**src/rtl/shift_deserializer.sv**
```systemverilog
// MSB-first serial-in, parallel-out receiver with a valid/ready holding register and a sticky overrun flag.
// A word becomes visible the edge its last bit is sampled. If the consumer stalls, new words are dropped and flagged.
module shift_deserializer #(
  parameter int NBits = 8
) (
  input  logic             Clock,
  input  logic             Reset,
  input  logic             In,
  input  logic             InValid,
  input  logic             Sync,
  output logic [NBits-1:0] Data,
  output logic             Valid,
  input  logic             Ready,
  output logic             Overrun,
  input  logic             ClearOverrun
);

  localparam int CW = (NBits > 2) ? $clog2(NBits) : 1;
  localparam logic [CW-1:0] LAST = CW'(NBits - 1);

  logic [NBits-1:0] shift_q, shift_d;
  logic [CW-1:0]    cnt_q, cnt_d;
  logic [NBits-1:0] data_q, data_d;
  logic             valid_q, valid_d;
  logic             ovr_q, ovr_d;
  logic [NBits-1:0] word;

  assign word = {shift_q[NBits-2:0], In};

  always_comb begin
    shift_d = shift_q;
    cnt_d   = cnt_q;
    data_d  = data_q;
    valid_d = valid_q;
    ovr_d   = ovr_q;

    if (valid_q && Ready) valid_d = 1'b0;
    if (ClearOverrun)     ovr_d   = 1'b0;

    if (Sync) begin
      // A restart discards the partial word; a bit arriving with it starts the new one.
      if (InValid) begin
        shift_d = {{(NBits-1){1'b0}}, In};
        cnt_d   = CW'(1);
      end else begin
        shift_d = '0;
        cnt_d   = '0;
      end
    end else if (InValid) begin
      shift_d = word;
      if (cnt_q == LAST) begin
        cnt_d = '0;
        if (!valid_q || Ready) begin
          data_d  = word;
          valid_d = 1'b1;
        end else begin
          ovr_d = 1'b1;
        end
      end else begin
        cnt_d = cnt_q + CW'(1);
      end
    end
  end

  always_ff @(posedge Clock or posedge Reset) begin
    if (Reset) begin
      shift_q <= '0;
      cnt_q   <= '0;
      data_q  <= '0;
      valid_q <= 1'b0;
      ovr_q   <= 1'b0;
    end else begin
      shift_q <= shift_d;
      cnt_q   <= cnt_d;
      data_q  <= data_d;
      valid_q <= valid_d;
      ovr_q   <= ovr_d;
    end
  end

  assign Data    = data_q;
  assign Valid   = valid_q;
  assign Overrun = ovr_q;

endmodule

```
**config.mk**
```make
export PLATFORM = sky130hd
export DESIGN_NAME = shift_deserializer
export DESIGN_NICKNAME = d
export VERILOG_FILES = /design/src/rtl/shift_deserializer.sv
export SDC_FILE = /design/constraint.sdc
export NUM_CORES = 1
export LEC_CHECK = 0
export CAP_MARGIN = 20
export CORE_MARGIN = 2
export CORE_UTILIZATION = 40
export DETAILED_ROUTE_END_ITERATION = 10
export PLACE_DENSITY = 0.61
export SLEW_MARGIN = 20
export SYNTH_ARGS = -nofsm -noshare
export SYNTH_HDL_FRONTEND = slang
export SYNTH_SLANG_ARGS = --single-unit
```
**constraint.sdc**
```tcl
create_clock -name Clock -period 1.9 [get_ports Clock]
set_input_delay 0.19 -clock Clock [delete_from_list [all_inputs] [get_ports Clock]]
set_output_delay 0.19 -clock Clock [all_outputs]
set_load 0.01 [all_outputs]
```
# Word-level counts from Yosys, hierarchy flattened
# Index checks and enable logic that the tools add are counted.
word_totals:
  reg_bits: 20
  latch_bits: 0
  ramBits: 0
  mem_bits_ro: 0
  inputBits: 7
  n_memories: 0
classes:
  add_sub_neg: 1
  multipliers: 0
  n_div: 0
  n_lt_le_gt_ge: 0
  n_eq_ne: 1
  shifts: 0
  n_mux: 17
  bitwise_logic: 1
  n_reduce_logical: 5
op_table:
  columns: ["operator", "count"]
  rows:
  - ["two-way mux 7 bit", 2]
  - ["two-way mux 1 bit", 12]
  - ["two-way mux 3 bit", 3]
  - ["AND reduction 4 bit", 1]
  - ["adder 3 x 1 -> 3 bit (second input constant)", 1]
  - ["equality test 3 bit (second input constant)", 1]
  - ["nonzero test 2 bit", 1]
  - ["logical AND 1 bit", 1]
  - ["logical NOT 1 bit", 1]
  - ["logical OR 1 bit", 1]
  - ["NOT 1 bit", 1]

# Depth between registers and ports, before layout
logic_depth:
  depth_word: 6
  mapped_depth: 6

# Worst setup path after synthesis
# No wires, ideal clock.
synth_path:
  path_kind: "reg-to-reg"
  start: "register cnt_q[0]"
  end: "register data_q[0], in the netlist Data[0]"
  setup_ps: 125
  arrival_ps: 1330
  required_ps: 1775
  setup_slack_ps: 445
  stages_incl_launch_ff: 7
  n_path_buf: 1
  synth_period_minus_slack_ps: 1455
  path_cell_list: "dfrtp_1 -> ha_1 -> ha_1 -> nand3b_4 -> nor2b_4 -> buf_6 -> mux2_4"
synth_between:
  elab_chain_cells: 2
synth_lines:
  columns: ["item", "line", "source"]
  rows:
  - ["from (decl)", "22", "logic [CW-1:0] cnt_q, cnt_d;"]
  - ["from (signal assigned)", "74", "cnt_q <= cnt_d;"]
  - ["equality test 3 bit", "51", "if (cnt_q == LAST) begin"]
  - ["AND reduction 4 bit (no source line)", null, null]
  - ["to (signal assigned)", "75", "data_q <= data_d;"]
  - ["to (decl)", "23", "logic [NBits-1:0] data_q, data_d;"]
# Every way passes these cells.
# A chain may end at the register's enable or synchronous reset.

# Final worst setup path
layout_path:
  start: "register cnt_q[0]"
  end: "register data_q[3], in the netlist Data[3]"
# Same word-level chain as after synthesis.

==> flow_summary.ini <==
[run_status]
status = finished clean

[global_route]
grt_use_total = 0.128
grt_pass1_wl_um = 2370
antenna_found_initial = 0
grt_max_degree = 21
grt_pass1_vias = 503
grt_overflow = 0

[clocking]
root_buffer = clkbuf_4
insertion_delay_ns = 0.29
ctsHoldBuffers = 0
clk_transition_reported_paths_ns = 0.11
cts_tree = yes
postCtsResizedCells = 0
clock_sinks = 20
ctsLongestPathBuffers = 2
cts_buffers = 3
htreeDepth = 1
cts_setup_buffers = 0

[worst_setup_path]
start_kind = flip-flop
crit_path_max_incr_delay_ns = 0.41
critical_path.slowest_cell = dfrtp_1
regToRegSetupSlack_ns = 0.27
criticalPathCategory = flip-flop to flip-flop
worstPathRequired_ns = 2.09
r2r-end = Data[3]$_DFFE_PP0P_
r2r_start = cnt_q[0]$_DFFE_PP0P_
path_common_cell = ha_1
cp_max_fo = 8
r2r_cells = 5
arrival_ns = 1.81
end_kind = flip-flop
path_cells = ha_1, ha_1, nand3b_4, nor2b_4, mux2_4

[finish]
fin_util = 0.548
mostFrequentLayoutCells = dfrtp_1, clkdlybuf4s50_1, nor2_1
final_common_cell = dfrtp_1
stdcell_area_sq_um = 1110
area_delta_synth_final_pct = 26.2
fillers = 176
layout-drive-gt1-share = 0.217
finalNetCount = 93
diodes = 0

[route]
route.detailed.drc = 0
vias = 503
vias_per_cell = 4.57
drt_iter0_markers = 2
wire_per_inst_um = 12.8
ant_nets = 0
routed_wl_um = 1410
firstDrtPassIters = 2

[sta]
fmax_ghz = 0.614
min_period_ns = 1.63
slew_violations = 0
finalHoldViolations = 0
max-slew-margin-rel = 0.778
skew_ns = 0.00356
setup_viol = 0
tns_ns = 0
fin_crit_sh = 0.857
rsz0062_at_grt = no
worst_slew_pin_slew_ns = 0.333

[floorplan]
rows = 16
die_w_um = 50.9
initial_core_util = 0.434
coreArea_sq_um = 2020
pin_count = 17
fp.dieArea_sq_um = 2590
die_h_um = 50.9

[synth]
ys_warn_count = 0
ys_seq_area_frac = 0.570
syn-num-nets = 72
syn-cell-area_sq_um = 878
ys_ff_latch = 20
postSynthCellCount = 63
synthDistinctLibCells = 16
syn_area_per_cell_sq_um = 13.9

[power]
p_leak_nw = 0.561
p_per_area_nw_per_um2 = 674
ir_drop_mv = 0.368

[placed_design]
place_congestion = 0.669
port_buffers = 16
placed_area_sq_um = 1070
hpwl_um = 913

[job]
drv_cap = 0

[min_path]
min_path_type = input port to asynchronous set/reset pin
## cells in the mapped netlist
cell type | number | area (sq um)
nor2b_4 | 1 | 13.8
clkbuf_1 | 1 | 3.75
mux2_4 | 8 | 120
nor2_1 | 9 | 33.8
inv_1 | 2 | 7.51
buf_4 | 1 | 7.51
buf_6 | 1 | 11.3
o22ai_1 | 1 | 6.26
nand2_1 | 2 | 7.51
ha_1 | 2 | 25.0
nand2b_1 | 2 | 12.5
o21ai_1 | 3 | 15.0
dfrtp_1 | 20 | 500
nand2b_4 | 1 | 13.8
nand3b_4 | 1 | 20.0
mux2i_1 | 8 | 80.1
## area by class of cell
cell class                 instances  area, sq um  area share
inverter                           2         7.51     0.00677
sequential                        20          500       0.451
tap                               27         33.8      0.0305
clock buffer                       4         36.3      0.0327
timing repair buffer              19          183       0.165
multi-input combinational         38          348       0.314
## kinds of logic after synthesis
family | Yosys count | synth area share
AO/OA/AOI/OAI | 4 | 0.0242
adder cells (fa/ha/maj) | 2 | 0.0285
buffers and inverters | 5 | 0.0342
flip-flops | 20 | 0.570
multiplexers | 16 | 0.228
AND/OR/NAND/NOR | 16 | 0.115
## sequential cells by signal, summed over array words and instances, names as in the netlist
name,cells
Data,8
cnt_q,3
shift_q,7
Overrun,1
Valid,1
## critical path, delay by kind of cell, from the launching register on
kind | cells | cell delay, ns
AND/OR/NAND/NOR | 2 | 0.42
multiplexers | 1 | 0.34
adder cells (fa/ha/maj) | 2 | 0.36
flip-flops | 1 | 0.41
## how the worst max path moves through the flow
stage | cells after the start | to | slack (ns) | start
CTS | 5 | Data[5]$_DFFE_PP0P_ | 0.25 | cnt_q[0]$_DFFE_PP0P_
detailed placement | 4 | Data[4]$_DFFE_PP0P_ | 0.28 | InValid
finish | 5 | Data[3]$_DFFE_PP0P_ | 0.27 | cnt_q[0]$_DFFE_PP0P_
floorplan | 6 | Data[0]$_DFFE_PP0P_ | 0.44 | cnt_q[0]$_DFFE_PP0P_
global route | 5 | Data[5]$_DFFE_PP0P_ | 0.19 | cnt_q[0]$_DFFE_PP0P_
global placement | 5 | Data[4]$_DFFE_PP0P_ | 0.28 | cnt_q[0]$_DFFE_PP0P_
## metrics by stage
stage | hold slack [ns] | instances | worst slack (ns) | power [mW]
4_1_cts | 0.212 | 110 | 0.253 | 0.760
5_1_grt | 0.222 | 110 | 0.195 | 0.786
6_report | 0.210 | 110 | 0.271 | 0.747
3_3_place_gp | 0.491 | 106 | 0.284 | 0.514
3_5_place_dp | 0.497 | 106 | 0.284 | 0.515
2_1_floorplan | 0.154 | 63 | 0.445 | 0.486
## power breakdown
part / internal, mW / total [mW] / switching (mW)
registers: 0.435 / 0.443 / 0.00752
logic: 0.0336 / 0.0633 / 0.0297
clock network: 0.117 / 0.241 / 0.124
## metal layers
| metal | GRT usage | wire length (um) | up-vias |
|---|---|---|---|
| met1 | 0.167 | 674 | 239 |
| li1 | - | - | 250 |
| met2 | 0.189 | 637 | 12 |
| met3 | 0.0351 | 78 | 2 |
| met5 | 0 | 0 | - |
| met4 | 0.0811 | 19 | 0 |
No activity file was read; power rests on OpenSTA's default activity.
